<file path="config.mk">
export PLATFORM = sky130hd
export DESIGN_NAME = rca_config_unit
export DESIGN_NICKNAME = d
export VERILOG_FILES = /design/src/rtl/rca_config_unit_pkg.sv /design/src/rtl/rca_config_legality_check.sv /design/src/rtl/rca_config_unit.sv
export SDC_FILE = /design/constraint.sdc
export NUM_CORES = 2
export LEC_CHECK = 0
export CORE_AREA = 5 5 319 321
export CTS_CLUSTER_SIZE = 12
export DETAILED_ROUTE_END_ITERATION = 12
export DIE_AREA = 0 0 324 326
export PLACE_DENSITY_LB_ADDON = 0.05
export SLEW_MARGIN = 20
export SYNTH_ARGS = -nofsm -noshare
export SYNTH_HDL_FRONTEND = slang
export SYNTH_SLANG_ARGS = --single-unit
</file>
<file path="constraint.sdc">
create_clock -name i_clk -period 5.55 [get_ports i_clk]
set_input_delay 0.555 -clock i_clk [delete_from_list [all_inputs] [get_ports i_clk]]
set_output_delay 0.555 -clock i_clk [all_outputs]
set_load 0.03 [all_outputs]
</file>
<file path="src/rtl/rca_config_unit_pkg.sv">
// Shared types and constants for the RCA configuration unit.
// Holds the fixed datapath widths, the config op encoding, the FSM
// state type and the latched-request record.
package rca_config_unit_pkg;

    localparam int CPU_REG_ADDR_W     = 5;
    localparam int GRID_MUX_INPUTS    = 8;
    localparam int IO_UNIT_MUX_INPUTS = 6;
    localparam int NUM_IO_UNITS       = 5;
    localparam int NUM_GRID_SELS      = 60;
    localparam int NUM_IO_SELS        = 10;

    localparam int GRID_SEL_W   = $clog2(GRID_MUX_INPUTS);
    localparam int IO_SEL_W     = $clog2(IO_UNIT_MUX_INPUTS);
    localparam int RESULT_SEL_W = $clog2(NUM_IO_UNITS + 1);
    localparam int GRID_IDX_W   = $clog2(NUM_GRID_SELS);
    localparam int IO_IDX_W     = $clog2(NUM_IO_SELS);

    // Value of a result_sel entry that routes no IO unit to the write port.
    localparam int UNUSED_WRITE_PORT_ADDR = NUM_IO_UNITS;

    typedef enum logic [2:0] {
        OP_NONE       = 3'b000,
        OP_CPU_MAP    = 3'b001,
        OP_GRID_SEL   = 3'b010,
        OP_IO_SEL     = 3'b011,
        OP_RESULT_SEL = 3'b100,
        OP_IO_USE     = 3'b101,
        OP_RSVD       = 3'b110
    } rca_cfg_op_t;

    typedef enum logic [1:0] {
        ST_IDLE,
        ST_WAIT,
        ST_APPLY,
        ST_DONE
    } rca_cfg_state_t;

    // funct3 is kept raw: 3'b111 has no enum member but must still be held.
    typedef struct packed {
        logic [2:0]  funct3;
        logic [6:0]  rca;
        logic [31:0] rs1;
        logic [31:0] rs2;
        logic        use_grid;   // 1: blocked by grid_busy, 0: by rca_busy[rca]
    } rca_cfg_req_t;

endpackage

</file>
<file path="src/rtl/rca_config_legality_check.sv">
// Combinational legality check of an incoming config instruction.
// Ports:
//   i_funct3, i_funct7, i_rs1_data, i_rs2_data : raw instruction fields
//   o_illegal       : request must be rejected with err
//   o_blocking_sel  : 1 = wait on grid_busy, 0 = wait on rca_busy[funct7]
module rca_config_legality_check
    import rca_config_unit_pkg::*;
#(
    parameter int NUM_RCAS        = 4,
    parameter int NUM_READ_PORTS  = 5,
    parameter int NUM_WRITE_PORTS = 5
) (
    input  logic [2:0]  i_funct3,
    input  logic [6:0]  i_funct7,
    input  logic [31:0] i_rs1_data,
    input  logic [31:0] i_rs2_data,
    output logic        o_illegal,
    output logic        o_blocking_sel
);

    logic       w_rca_oob;
    logic [3:0] w_port;
    logic [3:0] w_port_cnt;

    assign w_rca_oob  = i_funct7 >= 7'(NUM_RCAS);
    assign w_port     = {1'b0, i_rs1_data[2:0]};
    // rs1[3] picks the destination map for CPU register mapping.
    assign w_port_cnt = i_rs1_data[3] ? 4'(NUM_WRITE_PORTS) : 4'(NUM_READ_PORTS);

    always_comb begin
        o_illegal      = 1'b0;
        o_blocking_sel = 1'b0;
        case (i_funct3)
            OP_CPU_MAP:    o_illegal = w_rca_oob || (w_port >= w_port_cnt);
            OP_GRID_SEL: begin
                o_illegal      = (i_rs1_data >= 32'(NUM_GRID_SELS)) ||
                                 (i_rs2_data >= 32'(GRID_MUX_INPUTS));
                o_blocking_sel = 1'b1;
            end
            OP_IO_SEL: begin
                o_illegal      = (i_rs1_data >= 32'(NUM_IO_SELS)) ||
                                 (i_rs2_data >= 32'(IO_UNIT_MUX_INPUTS));
                o_blocking_sel = 1'b1;
            end
            OP_RESULT_SEL: o_illegal = w_rca_oob ||
                                       (w_port >= 4'(NUM_WRITE_PORTS)) ||
                                       (i_rs2_data > 32'(NUM_IO_UNITS));
            OP_IO_USE:     o_illegal = w_rca_oob;
            default:       o_illegal = 1'b1;
        endcase
    end

endmodule

</file>
<file path="src/rtl/rca_config_unit.sv">
// RCA configuration unit: executes config instructions (funct3 001..101),
// holds the RCA configuration tables and drives them onto the datapath.
// A write waits while its RCA (or the shared grid) is busy, then commits
// and is acknowledged with a one-cycle done (err on rejection).
// Ports:
//   i_clk, i_rst_n (sync, active low)
//   i_issue_valid / o_issue_ready, i_funct3, i_funct7, i_rs1_data, i_rs2_data
//   i_rca_busy, i_grid_busy, i_flush : blocking and abort inputs
//   o_done, o_err                    : completion pulse
//   o_cpu_src_addr / o_cpu_dest_addr [rca][fb][port], o_grid_sel, o_io_sel,
//   o_result_sel [rca][fb][port], o_io_use [rca] : registered tables
module rca_config_unit
    import rca_config_unit_pkg::*;
#(
    parameter int NUM_RCAS        = 4,
    parameter int NUM_READ_PORTS  = 5,
    parameter int NUM_WRITE_PORTS = 5
) (
    input  logic                      i_clk,
    input  logic                      i_rst_n,
    input  logic                      i_issue_valid,
    output logic                      o_issue_ready,
    input  logic [2:0]                i_funct3,
    input  logic [6:0]                i_funct7,
    input  logic [31:0]               i_rs1_data,
    input  logic [31:0]               i_rs2_data,
    input  logic [NUM_RCAS-1:0]       i_rca_busy,
    input  logic                      i_grid_busy,
    input  logic                      i_flush,
    output logic                      o_done,
    output logic                      o_err,
    output logic [NUM_RCAS-1:0][1:0][NUM_READ_PORTS-1:0][CPU_REG_ADDR_W-1:0]  o_cpu_src_addr,
    output logic [NUM_RCAS-1:0][1:0][NUM_WRITE_PORTS-1:0][CPU_REG_ADDR_W-1:0] o_cpu_dest_addr,
    output logic [NUM_GRID_SELS-1:0][GRID_SEL_W-1:0]                          o_grid_sel,
    output logic [NUM_IO_SELS-1:0][IO_SEL_W-1:0]                              o_io_sel,
    output logic [NUM_RCAS-1:0][1:0][NUM_WRITE_PORTS-1:0][RESULT_SEL_W-1:0]   o_result_sel,
    output logic [NUM_RCAS-1:0][NUM_IO_UNITS-1:0]                             o_io_use
);

    localparam int RCA_IDX_W = (NUM_RCAS > 1) ? $clog2(NUM_RCAS) : 1;

    rca_cfg_state_t r_state;
    rca_cfg_req_t   r_req;
    logic           r_ready;
    logic           r_done;
    logic           r_err;

    logic [NUM_RCAS-1:0][1:0][NUM_READ_PORTS-1:0][CPU_REG_ADDR_W-1:0]  r_src;
    logic [NUM_RCAS-1:0][1:0][NUM_WRITE_PORTS-1:0][CPU_REG_ADDR_W-1:0] r_dest;
    logic [NUM_GRID_SELS-1:0][GRID_SEL_W-1:0]                          r_grid;
    logic [NUM_IO_SELS-1:0][IO_SEL_W-1:0]                              r_io;
    logic [NUM_RCAS-1:0][1:0][NUM_WRITE_PORTS-1:0][RESULT_SEL_W-1:0]   r_rsel;
    logic [NUM_RCAS-1:0][NUM_IO_UNITS-1:0]                             r_io_use;

    logic                 w_illegal;
    logic                 w_blk_sel;
    logic                 w_blk_in;
    logic                 w_blk_q;
    logic [RCA_IDX_W-1:0] w_rca_q;
    logic                 w_unused_bits;

    rca_config_legality_check #(
        .NUM_RCAS        (NUM_RCAS),
        .NUM_READ_PORTS  (NUM_READ_PORTS),
        .NUM_WRITE_PORTS (NUM_WRITE_PORTS)
    ) u_legal (
        .i_funct3       (i_funct3),
        .i_funct7       (i_funct7),
        .i_rs1_data     (i_rs1_data),
        .i_rs2_data     (i_rs2_data),
        .o_illegal      (w_illegal),
        .o_blocking_sel (w_blk_sel)
    );

    // Blocking at accept looks at the incoming fields; in WAIT it looks at
    // the latched request. An out-of-range funct7 is illegal anyway, so the
    // truncated index only matters for legal requests.
    assign w_blk_in = w_blk_sel ? i_grid_busy : i_rca_busy[i_funct7[RCA_IDX_W-1:0]];
    assign w_rca_q  = r_req.rca[RCA_IDX_W-1:0];
    assign w_blk_q  = r_req.use_grid ? i_grid_busy : i_rca_busy[w_rca_q];

    // Request bits no table write consumes.
    assign w_unused_bits = ^{r_req.rs1[31:6], r_req.rs2[31:5], r_req.rca[6:RCA_IDX_W]};

    always_ff @(posedge i_clk) begin
        if (!i_rst_n) begin
            r_state <= ST_IDLE;
            r_req   <= '0;
            r_ready <= 1'b1;
            r_done  <= 1'b0;
            r_err   <= 1'b0;
        end else begin
            r_done <= 1'b0;
            r_err  <= 1'b0;
            case (r_state)
                ST_IDLE: begin
                    if (i_issue_valid && r_ready) begin
                        r_req   <= '{funct3: i_funct3, rca: i_funct7, rs1: i_rs1_data,
                                     rs2: i_rs2_data, use_grid: w_blk_sel};
                        r_ready <= 1'b0;
                        if (w_illegal) begin
                            r_state <= ST_DONE;
                            r_done  <= 1'b1;
                            r_err   <= 1'b1;
                        end else if (w_blk_in) begin
                            r_state <= ST_WAIT;
                        end else begin
                            r_state <= ST_APPLY;
                        end
                    end
                end
                ST_WAIT: begin
                    // flush wins over the busy condition clearing this cycle
                    if (i_flush) begin
                        r_state <= ST_IDLE;
                        r_ready <= 1'b1;
                    end else if (!w_blk_q) begin
                        r_state <= ST_APPLY;
                    end
                end
                ST_APPLY: begin
                    r_state <= ST_DONE;
                    r_done  <= 1'b1;
                end
                ST_DONE: begin
                    r_state <= ST_IDLE;
                    r_ready <= 1'b1;
                end
                default: begin
                    r_state <= ST_IDLE;
                    r_ready <= 1'b1;
                end
            endcase
        end
    end

    // Table writes commit on the APPLY cycle only; legality was settled at accept.
    always_ff @(posedge i_clk) begin
        if (!i_rst_n) begin
            r_src    <= '0;
            r_dest   <= '0;
            r_grid   <= '0;
            r_io     <= '0;
            r_io_use <= '0;
            for (int r = 0; r < NUM_RCAS; r++)
                for (int f = 0; f < 2; f++)
                    for (int p = 0; p < NUM_WRITE_PORTS; p++)
                        r_rsel[r][f][p] <= RESULT_SEL_W'(UNUSED_WRITE_PORT_ADDR);
        end else if (r_state == ST_APPLY) begin
            case (r_req.funct3)
                OP_CPU_MAP: begin
                    if (r_req.rs1[3])
                        r_dest[w_rca_q][r_req.rs1[4]][r_req.rs1[2:0]] <= r_req.rs2[CPU_REG_ADDR_W-1:0];
                    else
                        r_src[w_rca_q][r_req.rs1[4]][r_req.rs1[2:0]] <= r_req.rs2[CPU_REG_ADDR_W-1:0];
                end
                OP_GRID_SEL:   r_grid[r_req.rs1[GRID_IDX_W-1:0]] <= r_req.rs2[GRID_SEL_W-1:0];
                OP_IO_SEL:     r_io[r_req.rs1[IO_IDX_W-1:0]]     <= r_req.rs2[IO_SEL_W-1:0];
                OP_RESULT_SEL: r_rsel[w_rca_q][r_req.rs1[3]][r_req.rs1[2:0]] <= r_req.rs2[RESULT_SEL_W-1:0];
                OP_IO_USE:     r_io_use[w_rca_q] <= r_req.rs1[NUM_IO_UNITS-1:0];
                default: ;
            endcase
        end
    end

    assign o_issue_ready   = r_ready;
    assign o_done          = r_done;
    assign o_err           = r_err;
    assign o_cpu_src_addr  = r_src;
    assign o_cpu_dest_addr = r_dest;
    assign o_grid_sel      = r_grid;
    assign o_io_sel        = r_io;
    assign o_result_sel    = r_rsel;
    assign o_io_use        = r_io_use;

endmodule

</file>
* Word-level counts from Yosys, hierarchy flattened
Index checks and enable logic that the tools add are counted.
** Storage, ports and cells
- Register bits after elaboration :: 772
- Latch bits :: 0
- RAM bits :: 0
- Bits in read-only memories :: 0
- Memories :: 0
** Operators by class
- $add $sub $neg :: 0
- Multipliers :: 0
- Div/mod/pow operators :: 0
- $lt $le $gt $ge :: 20
- Equality and inequality tests :: 16
- Shifts and indexed selects :: 0
- Muxes and demuxes :: 44
- Bitwise logic cells :: 1
- Reduce and logical (&&, ||, !) cells :: 24
** Operator list (number)
- $bwmux 200 :: 2
- $bwmux 180 :: 1
- $bwmux 120 :: 1
- $demux 50 s2 :: 1
- $ge 32x4->1 const B :: 2
- $demux 30 s2 :: 1
- $mux 50 :: 1
- $ge 32x3->1 const B :: 1
- $ge 32x6->1 const B :: 1
- $gt 32x3->1 const B :: 1
- $bwmux 30 :: 1
- $mux 30 :: 1
- $demux 25 s1 :: 1
- $mux 25 :: 1
- $bwmux 20 :: 1
- $demux 3 s6 :: 1
- $demux 15 s1 :: 1
- $demux 5 s3 :: 1
- $mux 15 :: 1
- $reduce_and 2->1 :: 7
- $demux 3 s4 :: 1
- $eq 3x2->1 const B :: 4
- $eq 3x3->1 const B :: 4
- $demux 5 s2 :: 1
- other kinds (34) :: 67

* Depth between registers and ports, before layout
- Depth after elaboration :: 9
- Gate-level depth with buffers :: 8

* Cells and area by module
A second synthesis with hierarchy kept.
** Second synthesis, totals
- Cell total of the unflattened synthesis :: 2897
- Area, all modules :: 29140.4 sq um
** By module, submodules not included
- rca_config_unit :: times used 1, cells each 2858, area each 28868.9 sq um, sequential area each 15454.8 sq um
- rca_config_legality_check :: times used 1, cells each 39, area each 271.5 sq um, sequential area each 0.0 sq um

* Worst setup path after synthesis
OpenSTA, ideal clock, no wires.
- Path type :: register to register
- Start point :: reg r_state[0]
- End point :: reg r_dest (netlist bit o_cpu_dest_addr[125])
- Setup time :: 116 ps
- Arrival :: 1972 ps
- Required time :: 5434 ps
- Slack :: 3462 ps
- Stages on the path, launching flop included :: 9
- Path buffers :: 3
- Clock period less this slack :: 2088 ps
- Cells stage by stage :: dfxtp_1 > buf_2 > or3b_1 > buf_2 > or4_4 > buf_12 > nor2_8 > mux2i_1 > nor2b_1
** Between the ends
- Cells in the longest elaborated chain, start to end :: 2
** Ends and longest elaborated chain
- from (decl) :: RTL line rca_config_unit.sv:42 : rca_cfg_state_t r_state;
- from (signal assigned) :: RTL line rca_config_unit.sv:87 : r_state <= ST_IDLE;
- from (signal assigned) :: RTL line rca_config_unit.sv:102 : r_state <= ST_DONE;
- from (signal assigned) :: RTL line rca_config_unit.sv:106 : r_state <= ST_WAIT;
- $eq 2x2->1 :: RTL line rca_config_unit.sv:149 : end else if (r_state == ST_APPLY) begin
- $reduce_and 3->1 (no source line)
- to (signal, indexed assignment) :: RTL line rca_config_unit.sv:153 : r_dest[w_rca_q][r_req.rs1[4]][r_req.rs1[2:0]] <= r_req.rs2[CPU_REG_ADDR_W-1:0];
- to (decl) :: RTL line rca_config_unit.sv:49 : logic [NUM_RCAS-1:0][1:0][NUM_WRITE_PORTS-1:0][CPU_REG_ADDR_W-1:0] r_dest;
No other way between the ends.
A chain may end at the register's enable or synchronous reset.

* Worst setup path after layout
- Start point :: reg r_req[36] (netlist bit)
- End point :: reg r_dest (netlist bit o_cpu_dest_addr[55])
** Between the ends
- Cells in the longest elaborated chain, start to end :: 1
** Ends and longest elaborated chain
- from (decl) :: RTL line rca_config_unit.sv:43 : rca_cfg_req_t r_req;
- from (signal assigned) :: RTL line rca_config_unit.sv:98 : r_req <= '{funct3: i_funct3, rca: i_funct7, rs1: i_rs1_data,
- $reduce_and 3->1 (no source line)
No other way between the ends.

==> flow_summary_export.csv <==
group,metric,value,unit
cells_and_area,drive_above_1_share,6.09,%
floorplan,die_h,326,um
synth,synth_edf_count,0,
synth,synthCells,3457,
worst_setup_path,cp_top_family,"simple AND/OR/NAND/NOR gates",
sta,fin_crit_sh,57.0,%
sta,slew_violations,0,
placed_design,io_buffers,835,
clocking,cts_sinks,772,
worst_setup_path,end_kind,"flop",
power,power.total,0.0126,W
worst_setup_path,ff2ff_setup_slack,2.39,ns
synth,seq_area_frac_synth,49.8,%
clocking,clk_latency,0.66,ns
clocking,clkTransAtPathRegs,0.06,ns
floorplan,core,99000,um2
route,wl_per_cell,24.0,um
clocking,cts-buffers-inserted,90,
synth,ys.flop_type,"dfxtp_1",
clocking,hold_buffers,0,
worst_setup_path,cp-start-kind,"flop",
synth,ys_seq_elements,772,
worst_setup_path,required,6.09,ns
synth,synth-warning-count,0,
cells_and_area,final_util,43.9,%
clocking,htree_num_levels,3,
worst_setup_path,path_buf_inv,1,
sta,setup_tns,0,ns
global_routing,grt_first_pass_wirelength,189000,um
route,dr.pass1.iters,5,
global_routing,gr-usage-all-layers,23.8,%
sta,slew_headroom,25.3,%
worst_setup_path,worstPathCellList,"clkinv_1 > or4_4 > nor2_8 > mux2i_1 > nor2b_1",
power,p_leak,13.9,nW
sta,setup_viol,0,
route,drt-total-wl,132000,um
synth,async_reset_ff_share,0,%
sta,finClkSkew,0.0140,ns
sta,whs,0.450,ns
route,drc,0,
worst_setup_path,path_class,"reg2reg",
floorplan,die_w,324,um
clocking,clk_path_buf_depth,3,
cells_and_area,nets,4218,
cells_and_area,area_delta_synth_final,40.1,%
clocking,cts_resized,0,
route,drtAntennaViolNets,0,
synth,synth.distinct_cells,48,
cells_and_area,fill_cells,9844,
placed_design,postPlaceCellArea,40400,um2
sta,fmax,316,MHz
global_routing,grt_pass1_vias,25708,
hold_path,min-delay-path-class,"reg2reg",
synth,avgSynthCellArea,8.97,um2
worst_setup_path,arrival,3.70,ns
sta,hold_viol_final,0,
floorplan,fp-row-count,116,
power,power_density,290,nW/um2
clocking,post_cts_buffers,0,
clocking,clockRootBuffer,"clkbuf_16",
power,irDropWorstVdd,197,uV
status,status,"complete, no violations",
global_routing,grt_overflow,0,
floorplan,start_util,31.3,%
clocking,cts_tree,"built",
worst_setup_path,cp_max_fo,30,
placed_design,gp_congestion,0.797,
cells_and_area,final_area,43400,um2
global_routing,grt_start_max_net_pins,164,
floorplan,io_pins,836,
route,num_vias,27041,
synth,synth_nets,3540,
sta,min_period,3.16,ns
route,drt_iter0_markers,1655,
route,avgViaCountPerCell,4.91,
global_routing,antenna_found_initial,7,
job,cap_violations,0,
worst_setup_path,slowest_stage,"or4_4",
worst_setup_path,cpPeakStageDelay,0.97,ns
placed_design,dpl.hpwl,91900,um
synth,synth_area,31000,um2
sta,rsz0062_at_grt,"no",
sta,worst_slew_pin_slew,1.12,ns
floorplan,die_area,106000,um2
## registers in the layout, indices dropped and copies added, names as in the netlist
name	flops
o_cpu_dest_addr	200
o_cpu_src_addr	200
o_done	1
o_err	1
o_grid_sel	180
o_io_sel	30
o_io_use	20
o_issue_ready	1
o_result_sel	120
r_req	17
r_state	2
## cell usage after synthesis, drive strengths merged, types with 5 or more instances
master	n	area (um2)
nand3	356	1780
nand4	14	87.6
dfxtp	772	15500
nand2	628	2360
nor3b	5	42.5
nor2	132	821
buf	50	267
and2	5	31.3
a21oi	5	25.0
nor2b	256	1600
mux2i	277	2770
nor4	17	125
clkbuf	256	961
o21ai	183	916
nor3	27	170
a21boi	434	3260
## cell type report
type,count,area [um2],share of cell area (%)
clock buffers,134,2690,6.20
flip-flops and latches,772,15500,35.6
inverters,5,18.8,0.0432
multi-input cells,2374,14400,33.1
well taps,1298,1620,3.74
repair buffers,892,8870,20.4
diodes,2,5.00,0.0115
clock inverters,26,369,0.850
## logic make-up after synthesis
logic type	after synthesis	synth area share, %
simple gates	1463	23.2
flops	772	49.8
compound gates	631	13.8
buf+inv	311	4.02
mux	280	9.12
## cells in the final DEF (no fill, tap or decap), drive strengths merged, types with 5 or more instances in the layout
master           n
mux2i          277
inv              6
clkbuf         134
a21oi            5
o21ai          183
nor4            17
clkdlybuf4s50  834
buf             58
bufinv           9
nor2           132
dfxtp          772
nand2          628
nor3            27
nand3          356
a21boi         434
nor2b          256
nand4           14
and2             5
nor3b            5
clkinv          15
## layer usage
metal	track usage, %	routed length, um
met1	29.1	54800
met2	40.2	63600
met3	7.64	9780
met4	6.72	3900
met5	0	34
## stage by stage
stage / worst slack (ns) / std cells
after floorplan: 3.46 / 3457
after global placement: 2.12 / 5341
after detailed placement: 2.13 / 5341
after CTS: 2.42 / 5501
after global routing: 2.23 / 5501
final: 2.39 / 5503
## worst register-to-register path, cell delays in order, from the launching register on
cell and delay [ns]:
dfxtp_2 0.85, clkinv_1 0.65, or4_4 0.98, nor2_8 0.29, mux2i_1 0.22, nor2b_1 0.07
## final timing paths
check,to,from,cells after the start
hold reg to reg,o_cpu_src_addr[84],o_cpu_src_addr[84],2
setup / recovery,o_cpu_dest_addr[55],r_req[36],5
hold / removal,o_cpu_src_addr[84],o_cpu_src_addr[84],2
setup reg to reg,o_cpu_dest_addr[55],r_req[36],5
## power by group
group	switching [W]	total, W	internal, W	leakage [nW]
registers	0.000109	0.00567	0.00556	6.22
clock network	0.00246	0.00622	0.00376	1.51
logic	0.000512	0.000726	0.000214	6.17
total	0.00308	0.0126	0.00953	13.9
Power figures use the tool's default switching activity.
